==> src/rtl/demux1x4_stream_pkg.sv <==
// Channel codes and slot state encoding shared by the 1x4 stream demux
// and its 4x1 mux counterpart.
package demux1x4_stream_pkg;

  typedef enum logic [1:0] {
    CH_A = 2'b00,
    CH_B = 2'b01,
    CH_C = 2'b10,
    CH_D = 2'b11
  } ch_e;

  typedef enum logic {
    ST_EMPTY = 1'b0,
    ST_FULL  = 1'b1
  } slot_state_e;

  localparam int NUM_CH = 4;
  localparam int CNT_W  = 8;

endpackage

==> src/rtl/demux1x4_stream_if.sv <==
// Upstream word/route handshake plus four downstream channels and the counter read port.
// slave = demux side, master = the surrounding producer/consumer side.
interface demux1x4_stream_if #(
  parameter int DATAWIDTH = 4
);

  logic [DATAWIDTH-1:0] IN_DATA;
  logic                 in_valid;
  logic                 in_ready;
  logic [1:0]           slc;

  logic [DATAWIDTH-1:0] OUT_A;
  logic [DATAWIDTH-1:0] OUT_B;
  logic [DATAWIDTH-1:0] OUT_C;
  logic [DATAWIDTH-1:0] OUT_D;
  logic [3:0]           out_valid;
  logic [3:0]           out_ready;

  logic [1:0]           cnt_sel;
  logic [7:0]           cnt;

  modport slave (
    input  IN_DATA, in_valid, slc, out_ready, cnt_sel,
    output in_ready, OUT_A, OUT_B, OUT_C, OUT_D, out_valid, cnt
  );

  modport master (
    output IN_DATA, in_valid, slc, out_ready, cnt_sel,
    input  in_ready, OUT_A, OUT_B, OUT_C, OUT_D, out_valid, cnt
  );

endinterface

==> src/rtl/demux1x4_stream_slot.sv <==
// One-entry holding register with EMPTY/FULL state and a wrapping drain counter.
// Latency 1 cycle; a same-cycle drain and load keeps the slot FULL with no bubble.
module demux_slot
  import demux1x4_stream_pkg::*;
#(
  parameter int DATAWIDTH = 4
) (
  input  logic                 clk,
  input  logic                 reset,
  input  logic                 load_i,
  input  logic [DATAWIDTH-1:0] data_i,
  input  logic                 out_ready_i,
  output logic [DATAWIDTH-1:0] data_o,
  output logic                 valid_o,
  output logic [CNT_W-1:0]     cnt_o
);

  slot_state_e          state_q, state_d;
  logic [DATAWIDTH-1:0] data_q, data_d;
  logic [CNT_W-1:0]     cnt_q, cnt_d;
  logic                 drain;

  always_comb begin
    state_d = state_q;
    data_d  = data_q;
    cnt_d   = cnt_q;
    drain   = (state_q == ST_FULL) && out_ready_i;

    if (load_i) data_d = data_i;
    if (drain)  cnt_d  = cnt_q + CNT_W'(1);

    case (state_q)
      ST_EMPTY: if (load_i)           state_d = ST_FULL;
      ST_FULL:  if (drain && !load_i) state_d = ST_EMPTY;
      default:                        state_d = ST_EMPTY;
    endcase
  end

  always_ff @(posedge clk) begin
    if (reset) begin
      state_q <= ST_EMPTY;
      data_q  <= '0;
      cnt_q   <= '0;
    end else begin
      state_q <= state_d;
      data_q  <= data_d;
      cnt_q   <= cnt_d;
    end
  end

  assign data_o  = data_q;
  assign valid_o = (state_q == ST_FULL);
  assign cnt_o   = cnt_q;

endmodule

==> src/rtl/demux1x4_stream.sv <==
// Routes one upstream word per cycle to channel slc; latency 1 cycle.
// in_ready follows the selected channel only, including its same-cycle drain.
module demux1x4_stream
  import demux1x4_stream_pkg::*;
#(
  parameter int DATAWIDTH = 4
) (
  input  logic               clk,
  input  logic               reset,
  demux1x4_stream_if.slave   bus
);

  logic [DATAWIDTH-1:0] dout    [NUM_CH];
  logic [CNT_W-1:0]     cnt_arr [NUM_CH];
  logic [NUM_CH-1:0]    valid;
  logic [NUM_CH-1:0]    load;
  ch_e                  sel_ch;
  logic                 accept;

  assign sel_ch      = ch_e'(bus.slc);
  assign bus.in_ready = !valid[sel_ch] || bus.out_ready[sel_ch];
  assign accept      = bus.in_valid && bus.in_ready;

  for (genvar i = 0; i < NUM_CH; i++) begin : g_slot
    assign load[i] = accept && (bus.slc == 2'(i));

    demux_slot #(
      .DATAWIDTH (DATAWIDTH)
    ) u_slot (
      .clk         (clk),
      .reset       (reset),
      .load_i      (load[i]),
      .data_i      (bus.IN_DATA),
      .out_ready_i (bus.out_ready[i]),
      .data_o      (dout[i]),
      .valid_o     (valid[i]),
      .cnt_o       (cnt_arr[i])
    );
  end

  assign bus.OUT_A     = dout[CH_A];
  assign bus.OUT_B     = dout[CH_B];
  assign bus.OUT_C     = dout[CH_C];
  assign bus.OUT_D     = dout[CH_D];
  assign bus.out_valid = valid;
  assign bus.cnt       = cnt_arr[bus.cnt_sel];

endmodule

==> src/flat_wrapper.sv <==
// flat-port wrapper written by rule: the top's interface ports become plain ports
module demux1x4_stream_flat import demux1x4_stream_pkg::*;
#(
  parameter int DATAWIDTH = 4
)
  (clk, reset, bus_IN_DATA, bus_in_valid, bus_slc, bus_out_ready, bus_cnt_sel, bus_in_ready, bus_OUT_A, bus_OUT_B, bus_OUT_C, bus_OUT_D, bus_out_valid, bus_cnt);
  demux1x4_stream_if #(.DATAWIDTH(DATAWIDTH)) bus_i ();
  input  logic clk;
  input  logic reset;
  input wire logic [$bits(bus_i.IN_DATA)-1:0] bus_IN_DATA;
  input wire logic [$bits(bus_i.in_valid)-1:0] bus_in_valid;
  input wire logic [$bits(bus_i.slc)-1:0] bus_slc;
  input wire logic [$bits(bus_i.out_ready)-1:0] bus_out_ready;
  input wire logic [$bits(bus_i.cnt_sel)-1:0] bus_cnt_sel;
  output wire logic [$bits(bus_i.in_ready)-1:0] bus_in_ready;
  output wire logic [$bits(bus_i.OUT_A)-1:0] bus_OUT_A;
  output wire logic [$bits(bus_i.OUT_B)-1:0] bus_OUT_B;
  output wire logic [$bits(bus_i.OUT_C)-1:0] bus_OUT_C;
  output wire logic [$bits(bus_i.OUT_D)-1:0] bus_OUT_D;
  output wire logic [$bits(bus_i.out_valid)-1:0] bus_out_valid;
  output wire logic [$bits(bus_i.cnt)-1:0] bus_cnt;
  assign bus_i.IN_DATA = bus_IN_DATA;
  assign bus_i.in_valid = bus_in_valid;
  assign bus_i.slc = bus_slc;
  assign bus_i.out_ready = bus_out_ready;
  assign bus_i.cnt_sel = bus_cnt_sel;
  assign bus_in_ready = bus_i.in_ready;
  assign bus_OUT_A = bus_i.OUT_A;
  assign bus_OUT_B = bus_i.OUT_B;
  assign bus_OUT_C = bus_i.OUT_C;
  assign bus_OUT_D = bus_i.OUT_D;
  assign bus_out_valid = bus_i.out_valid;
  assign bus_cnt = bus_i.cnt;
  demux1x4_stream #(.DATAWIDTH(DATAWIDTH)) u_core (.clk(clk), .reset(reset), .bus(bus_i));
endmodule
==> config.mk <==
export PLATFORM = sky130hd
export DESIGN_NAME = demux1x4_stream_flat
export DESIGN_NICKNAME = d
export VERILOG_FILES = /design/src/rtl/demux1x4_stream_pkg.sv /design/src/rtl/demux1x4_stream_if.sv /design/src/rtl/demux1x4_stream_slot.sv /design/src/rtl/demux1x4_stream.sv /design/src/flat_wrapper.sv
export SDC_FILE = /design/constraint.sdc
export NUM_CORES = 1
export LEC_CHECK = 0
export ABC_AREA = 1
export BUFFER_PORTS_ARGS = -buffer_cell sky130_fd_sc_hd__clkbuf_2
export CORE_MARGIN = 5
export CORE_UTILIZATION = 49
export DETAILED_ROUTE_END_ITERATION = 16
export PLACE_DENSITY = 0.71
export SYNTH_ARGS = -nofsm -noshare
export SYNTH_HDL_FRONTEND = slang
export SYNTH_HIERARCHICAL = 1
export SYNTH_SLANG_ARGS = --single-unit
==> constraint.sdc <==
create_clock -name clk -period 2.4 [get_ports clk]
set_input_delay 0.72 -clock clk [delete_from_list [all_inputs] [get_ports clk]]
set_output_delay 0.72 -clock clk [all_outputs]
set_load 0.05 [all_outputs]
==> results of run 1 <==
-- metrics by stage --
| stage | instance area, µm² | setup WS, ns |
|---|---|---|
| floorplan | 2730 | 0.225 |
| finish | 3130 | 0.0774 |
| global route | 3130 | 0.00462 |
| CTS | 3120 | 0.0693 |
| global placement | 3020 | 0.0804 |
| detailed placement | 3020 | 0.0730 |
-- tightest hold or removal path: stages, from the launching register on --
cell	delay, ns
dfxtp_1	0.33
o21ai_0	0.07
nor2_1	0.07
-- registers in the layout (all words and copies together), names as in the netlist --
name	cells
u_core/g_slot.u_slot/cnt_o	32
u_core/g_slot.u_slot/data_o	16
u_core/g_slot.u_slot/valid_o	4
-- per-layer routing --
layer,track usage (%),vias to the layer above,share of wire (%)
met5,0,-,0
met4,5.70,0,0.58
met3,3.85,5,2.9
met2,30.8,40,49
met1,22.3,1149,47
li1,-,1364,-
-- path summary, 6_finish.rpt --
check,depth (start not counted),slack (ns),to,startpoint
max,5,0.08,bus_cnt[0],bus_cnt_sel[0]
max reg2reg,10,1.02,u_core/g_slot[0].u_slot/data_o[2]$_SDFFE_PP0P_,u_core/g_slot[3].u_slot/valid_o$_SDFF_PP0_
min,2,0.51,u_core/g_slot[1].u_slot/data_o[2]$_SDFFE_PP0P_,u_core/g_slot[1].u_slot/data_o[2]$_SDFFE_PP0P_
min reg2reg,2,0.51,u_core/g_slot[1].u_slot/data_o[2]$_SDFFE_PP0P_,u_core/g_slot[1].u_slot/data_o[2]$_SDFFE_PP0P_
-- kinds of logic after synthesis --
logic type | Yosys count | synth area share, %
buffers and inverters | 64 | 9.96
and+or+nand+nor | 210 | 35.0
DFF | 52 | 38.9
AOI/OAI and AO/OA | 72 | 14.2
adders and majority gates | 4 | 1.87
-- cell usage in the layout, fill, tap and decap left out --
master and n:
buf_12 1, dfxtp_1 52, o21a_1 4, clkbuf_8 5
bufinv_16 1, nor2_1 84, inv_1 54, buf_4 2
clkbuf_4 1, nand2_4 1, buf_2 2, o21ai_0 36
clkbuf_1 1, nand2_1 73, nor2_4 4, inv_4 1
clkbuf_2 40, nand3_1 22, nand3_2 5, inv_2 2
nand4_1 4, nor2_2 10, nand2_2 7, a21oi_1 24
o22ai_2 8, clkinv_2 1, ha_1 4
-- power by group --
group / switching, mW / internal (mW) / total [mW] / leakage (nW)
clock: 0.288 / 0.310 / 0.598 / 0.0552
combinational: 0.203 / 0.0736 / 0.276 / 0.993
sequential: 0.0157 / 0.883 / 0.899 / 0.422
total: 0.506 / 1.27 / 1.77 / 1.47
-- cell type report --
type                       instances  area [µm²]
tap                               72        90.1
fill                             524        2280
inverter                          57         216
clock inverter                     2        35.0
timing repair buffer              46         253
multi-input combinational        286        1420
sequential                        52        1040
clock buffer                       6        72.6
==> results.toml, run 1 <==
[status]
status = "complete, no violations"

[sta]
finalSetupViolations = 0
period_share_pct = 96.8
worst_pin_slew_ns = 0.347
fmax_mhz = 431
max_slew_margin_pct = 76.8
final.setup_skew_ns = 0.00548
fin_crit_ns = 2.32
rsz0062_at_grt = "false"
hold_ws_ns = 0.510
finalSetupTns_ns = 0
maxSlewViolCount = 0
hold_viol_final = 0

[floorplan]
die_h_um = 83.9
dieArea_um2 = 7040
design.portCount = 44
start_util_pct = 49.5
core_um2 = 5410
rows = 27
die_x_um = 83.9

[detailed_routing]
detail_route.wl_per_cell_um = 11.8
wl_mm = 6.17
drt_iter0_markers = 182
avgViaCountPerCell = 4.91
num_vias = 2558
drc_errors = 0
first_pass_iters = 4
antenna_left = 0

[synth]
synth-seq-cells = 52
synth_top_area_share_pct = 38.9
synth.top_cells.by_count = "84 x nor2_1, 73 x nand2_1, 54 x inv_1"
synth_edf_count = 0
syn_inst = 402
syn_area_um2 = 2680
async_flop_share_pct = 0
ys.flop_type = "dfxtp_1"
syn-num-nets = 421
ys_seq_area_share_pct = 38.9
synthesis.area_per_instance_um2 = 6.65
synth.distinct_cells = 21
synth_warnings = 6
ys_top_cells_by_area = "dfxtp_1 39%, nor2_1 12%, nand2_1 10%"
yosysMostFrequentCell = "nor2_1"
synth_top_area_cell = "dfxtp_1"

[power_and_ir_drop]
p_per_area_nw_per_um2 = 567
vdd_ir_drop_max_mv = 0.290
finalPower_mw = 1.77
power_leakage_nw = 1.47

[global_routing]
grt_use_total_pct = 17.9
grt_pass1_wl_mm = 10.5
antenna_found_initial = 0
grt-ovfl-total = 0
grt_pass1_vias = 2344
grt_max_degree = 17

[clocking]
clk_pin_slew_ns = 0.09
worstSkewPairLatency_ns = 0.30
cts_resized = 0
root_buffer = "clkbuf_8"
postCtsSetupBuffers = 0
postCtsHoldBufs = 0
clock_sinks = 52
htree_num_levels = 2
cts_inserted_buffers = 5
clk_path_buf_depth = 2
tritoncts = "done"

[placement]
hpwl_mm = 4.83
dpl.cell_count = 513
routabilityCongestion = 0.888
io_buffers = 43

[finish]
n_antenna_cell = 0
area_growth_pct = 16.8
layout-drive-gt1-share_pct = 20.3
instances_no_fill = 521
layout.nets = 467
post-route-util_pct = 57.8

[critical_path]
endpoint_kind = "output pin"
cp_top_family = "buffers and inverters"
crit_path_cell_trace = "clkbuf_2 -> inv_2 -> nor2_1 -> o22ai_2 -> clkbuf_2"
cp_slowest_cell = "clkbuf_2"
crit_top_cell = "clkbuf_2"
required_ns = 1.68
critPathMaxFanout = 16
crit_type = "in -> out"
cp.arrival_ns = 1.60
startpoint_type = "input pin"
crit_buf_inv = 3
critPathMaxStageDelay_ns = 0.30

[flow_run]
cap_violations = 0

[hold_path]
min_path_type = "reg -> reg"
(Power assumes the default switching activity.)
==> run 2: changes to the inputs <==
clock period = 2.2 ns   (was 2.4 ns; I/O delays follow)
==> run 2 against run 1 <==
  * Routed wire length grew 2.7%
  * Sequential cell count is the same
  * Worst hold slack lost 0.0012 ns
  * Sequential power grew 9.1%
  * Die area is the same
  * Count of clock-buffer cells in the layout grew 1
  * Clock skew is essentially flat
  * Sequential share of layout area shrank 0.17 points
  * Non-clock buffer count grew 2
  * Combinational power grew 13%
==> results.toml, run 2 (synthesis gave the netlist of run 1 again) <==
[finish]
layout-drive-gt1-share_pct = 20.8
n_antenna_cell = 0
post-route-util_pct = 58.1
final_cell_mix = "84 x nor2_1, 73 x nand2_1, 53 x inv_1"
final_common_cell = "nor2_1"
layout.nets = 469
seqCellArea_um2 = 1040
instances_no_fill = 523
nFillCells = 526
multi_input_area_um2 = 1420
largest_register_ffs = 32
fin_area_um2 = 3140
area_growth_pct = 17.4

[flow_run]
cap_violations = 0

[detailed_routing]
first_pass_iters = 4
wl_mm = 6.33
num_vias = 2568
drt_iter0_markers = 191
drc_errors = 0
detail_route.wl_per_cell_um = 12.1
antenna_left = 0
avgViaCountPerCell = 4.91

[sta]
hold_ws_ns = 0.509
fmax_mhz = 462
timing.final.ws_setup_ns = 0.0372
finalSetupTns_ns = 0
maxSlewViolCount = 0
fin_crit_ns = 2.16
hold_viol_final = 0
rsz0062_at_grt = "true"
worst_pin_slew_ns = 0.329
max_slew_margin_pct = 78.0
finalSetupViolations = 0
period_share_pct = 98.3
final.setup_skew_ns = 0.00526

[hold_path]
min_to = "u_core/g_slot[0].u_slot/data_o[0]$_SDFFE_PP0P_"
min_path_cells = 2
worstHoldStart = "u_core/g_slot[0].u_slot/data_o[0]$_SDFFE_PP0P_"
min_path_type = "reg -> reg"

[critical_path]
cp.arrival_ns = 1.50
rrSetupSlack_ns = 0.72
required_ns = 1.54
r2r-end = "u_core/g_slot[1].u_slot/data_o[1]$_SDFFE_PP0P_"
critPathMaxFanout = 6
endpoint_kind = "output pin"
crit-reg2reg-launch = "u_core/g_slot[3].u_slot/valid_o$_SDFF_PP0_"
startpoint_type = "input pin"
crit_type = "in -> out"
r2r_cells = 11

[floorplan]
design.portCount = 44
die_h_um = 83.9
die_x_um = 83.9
rows = 27
core_um2 = 5410
dieArea_um2 = 7040
start_util_pct = 49.5

[power_and_ir_drop]
power_leakage_nw = 1.47
p_per_area_nw_per_um2 = 592
vdd_ir_drop_max_mv = 0.295
finalPower_mw = 1.86

[placement]
dpl_cell_area_um2 = 3030
io_buffers = 43
place_ws_ns = -0.0143
dpl.cell_count = 515
hpwl_mm = 4.90
routabilityCongestion = 0.931

[clocking]
root_buffer = "clkbuf_8"
postCtsSetupBuffers = 0
tritoncts = "done"
htree_num_levels = 2
clock_sinks = 52
cts_inserted_buffers = 5
clk_path_buf_depth = 2
clk_pin_slew_ns = 0.09
postCtsHoldBufs = 0
cts_resized = 3
worstSkewPairLatency_ns = 0.30

[global_routing]
grt_pass1_wl_mm = 11.1
grt_max_degree = 17
grt-ovfl-total = 0
antenna_found_initial = 0
grt_use_total_pct = 18.8
grt_pass1_vias = 2433

[status]
status = "complete, no violations"
[run 2: per-layer routing]
| metal | routed length (µm) | track usage, % | part of all wire [%] | vias up |
|---|---|---|---|---|
| met5 | 0 | 0 | 0 | - |
| li1 | - | - | - | 1364 |
| met2 | 3120 | 33.0 | 49 | 52 |
| met4 | 84 | 5.70 | 1.3 | 0 |
| met1 | 2920 | 23.1 | 46 | 1144 |
| met3 | 206 | 3.55 | 3.3 | 8 |
[run 2: worst max path at each step]
| stage | slack [ns] | endpoint | start |
|---|---|---|---|
| CTS | 0.008 | bus_cnt[2] | bus_cnt_sel[0] |
| finish | 0.04 | bus_cnt[3] | bus_cnt_sel[0] |
| floorplan | 0.15 | bus_cnt[3] | bus_cnt_sel[0] |
| global placement | -0.001 | bus_cnt[1] | bus_cnt_sel[0] |
| global route | -0.001 | bus_cnt[6] | bus_cnt_sel[0] |
| detailed placement | -0.01 | bus_cnt[1] | bus_cnt_sel[0] |
[run 2: area by class of cell]
class	count	share of cell area, %
Clock inverter	1	0.239
Sequential cell	52	33.1
Timing Repair Buffer	48	8.92
Tap cell	72	2.87
Multi-Input combinational cell	286	45.1
Clock buffer	7	2.75
Inverter	57	6.97
[run 2: power by group]
group          leakage (nW)  switching (mW)  internal [mW]
Sequential            0.422          0.0178          0.963
Combinational          1.00           0.224         0.0878
Clock                0.0445           0.311          0.256
Total                  1.47           0.553           1.31
[run 2: critical path, cell delays in order]
cell and delay [ns]:
clkbuf_2 0.16, buf_4 0.16, o21ai_1 0.09, o22ai_2 0.14
clkbuf_2 0.29
==> run 3: changes to the inputs <==
GPL_TIMING_DRIVEN = 0   (was not set)
==> run 3 against run 2 <==
  * Power decreased by 1.5%
  * Sequential cell count unchanged
  * Register-to-register slack improved by 0.09 ns
  * Fmax increased by 1.2%
  * Clock power decreased by 5.8%
  * Die area unchanged
  * Sequential share of layout area decreased by 0.24 points
  * Final cell count increased by 0.57%
  * Critical path depth increased by 1
==> results.toml, run 3 (synthesis gave the netlist of run 1 again) <==
[global_routing]
grt_max_degree = 17
grt_use_met1_pct = 22.5
grt-ovfl-total = 0
busiest_layer = "met2"
grt_pass1_vias = 2354
met3_usage_pct = 3.36
grt_util_met2_pct = 31.8
grt_pass1_wl_mm = 10.5
antenna_found_initial = 0
grt_use_total_pct = 18.0

[sta]
rsz0062_at_grt = "false"
fin_crit_ns = 2.14
period_share_pct = 97.2
fmax_mhz = 468
finalSetupViolations = 0
finalSetupTns_ns = 0
final.setup_skew_ns = 0.00993
max_slew_margin_pct = 80.5
hold_viol_final = 0
maxSlewViolCount = 0
worst_pin_slew_ns = 0.292
timing.final.ws_setup_ns = 0.0626

[placement]
hpwl_mm = 4.83
routabilityCongestion = 0.837
dpl_cell_area_um2 = 3030
io_buffers = 42
place_ws_ns = -0.0853

[clocking]
worstSkewPairLatency_ns = 0.30
cts_inserted_buffers = 5
htree_num_levels = 2
postCtsHoldBufs = 0
clock_sinks = 52
root_buffer = "clkbuf_8"
clk_pin_slew_ns = 0.09
clk_path_buf_depth = 2
tritoncts = "done"

[critical_path]
startpoint_type = "input pin"
endpoint_kind = "output pin"
crit_buf_inv = 4
cp_slowest_cell = "buf_4"
crit_type = "in -> out"
critPathMaxStageDelay_ns = 0.22
crit_path_cell_trace = "clkbuf_2 -> inv_2 -> buf_6 -> nor2_1 -> o22ai_2 -> buf_4"
critPathMaxFanout = 10
cp_top_family = "buffers and inverters"
cp.arrival_ns = 1.48
required_ns = 1.54

[power_and_ir_drop]
power_leakage_nw = 1.48
vdd_ir_drop_max_mv = 0.361
seqPwrFrac_pct = 53.5
clock_power_share_pct = 29.1
p_sw_mw = 0.549
finalPower_mw = 1.83
comb_power_share_pct = 17.3
internal_power_mw = 1.28
p_sw_share_pct = 30.0
p_per_area_nw_per_um2 = 579

[flow_run]
cap_violations = 0

[floorplan]
dieArea_um2 = 7040
rows = 27
core_um2 = 5410
design.portCount = 44
start_util_pct = 49.5
die_h_um = 83.9
die_x_um = 83.9

[finish]
largest_register_ffs = 32
n_antenna_cell = 0
layout-drive-gt1-share_pct = 21.1
area_growth_pct = 18.3
fin_area_um2 = 3160
final_cell_mix = "84 x nor2_1, 73 x nand2_1, 54 x inv_1"
nFillCells = 547
final_common_cell = "nor2_1"
layout.nets = 472
post-route-util_pct = 58.5

[detailed_routing]
antenna_left = 0
drt_iter0_markers = 161
drc_errors = 0
avgViaCountPerCell = 4.88
detail_route.wl_per_cell_um = 11.6
first_pass_iters = 4
num_vias = 2566
wl_mm = 6.11

[hold_path]
min_path_type = "reg -> reg"

[status]
status = "complete, no violations"
-- run 3: cell types whose count changed in the layout (fill, tap and decap cells not counted), moves of 2 or more --
cell and delta:
buf_6 +4, o21ai_0 -4, o21ai_1 +4, clkbuf_4 -3, buf_2 +2
-- run 3: path summary, 6_finish.rpt --
path / from / end / slack (ns) / cells after the start
hold / removal: u_core/g_slot[1].u_slot/data_o[2]$_SDFFE_PP0P_ / u_core/g_slot[1].u_slot/data_o[2]$_SDFFE_PP0P_ / 0.51 / 2
setup / recovery: bus_cnt_sel[0] / bus_cnt[5] / 0.06 / 6
hold reg to reg: u_core/g_slot[1].u_slot/data_o[2]$_SDFFE_PP0P_ / u_core/g_slot[1].u_slot/data_o[2]$_SDFFE_PP0P_ / 0.51 / 2
setup reg to reg: u_core/g_slot[3].u_slot/valid_o$_SDFF_PP0_ / u_core/g_slot[2].u_slot/data_o[3]$_SDFFE_PP0P_ / 0.81 / 10
-- run 3: tightest hold or removal path: cells and delay by family (launching register included) --
kind | cells | cell delay, ns
and+or+nand+nor | 1 | 0.07
AOI/OAI and AO/OA | 1 | 0.07
DFF | 1 | 0.33
-- run 3: repair_timing --
action	4_1_cts	5_1_grt
cloned	0	0
gates resized for setup	8	20
buffers inserted	2	0
hold endpoints to repair	0	0
pin swaps	0	2
endpoints found under the setup margin	8	8
-- run 3: power groups by stage --
stage                     Sequential [mW]  Combinational, mW  Clock, mW
after floorplan                      1.06              0.158          0
after global placement               1.00              0.299          0
after detailed placement             1.00              0.303          0
after CTS                           0.981              0.312      0.565
after global routing                0.985              0.343      0.603
final                               0.981              0.317      0.534
-- run 3: per-stage QoR --
| step | hold WS [ns] | cells |
|---|---|---|
| after detailed placement | 0.483 | 516 |
| after floorplan | 0.469 | 402 |
| after global routing | 0.537 | 526 |
| after CTS | 0.510 | 526 |
| final | 0.509 | 526 |
| after global placement | 0.479 | 516 |
-- run 3: area by class of cell --
| cell class | instances | area, µm² | area share [%] |
|---|---|---|---|
| sequential | 52 | 1040 | 32.9 |
| clock buffer | 6 | 72.6 | 2.29 |
| timing repair buffer | 44 | 260 | 8.22 |
| inverter | 57 | 216 | 6.84 |
| clock inverter | 2 | 16.3 | 0.514 |
| buffer | 7 | 50.0 | 1.58 |
| multi-input combinational | 286 | 1420 | 44.8 |
| tap | 72 | 90.1 | 2.85 |
-- run 3: routing by layer --
layer,vias to the layer above,wire [µm]
met5,-,0
met4,0,78
met3,8,223
met2,36,3050
met1,1151,2760
li1,1371,-
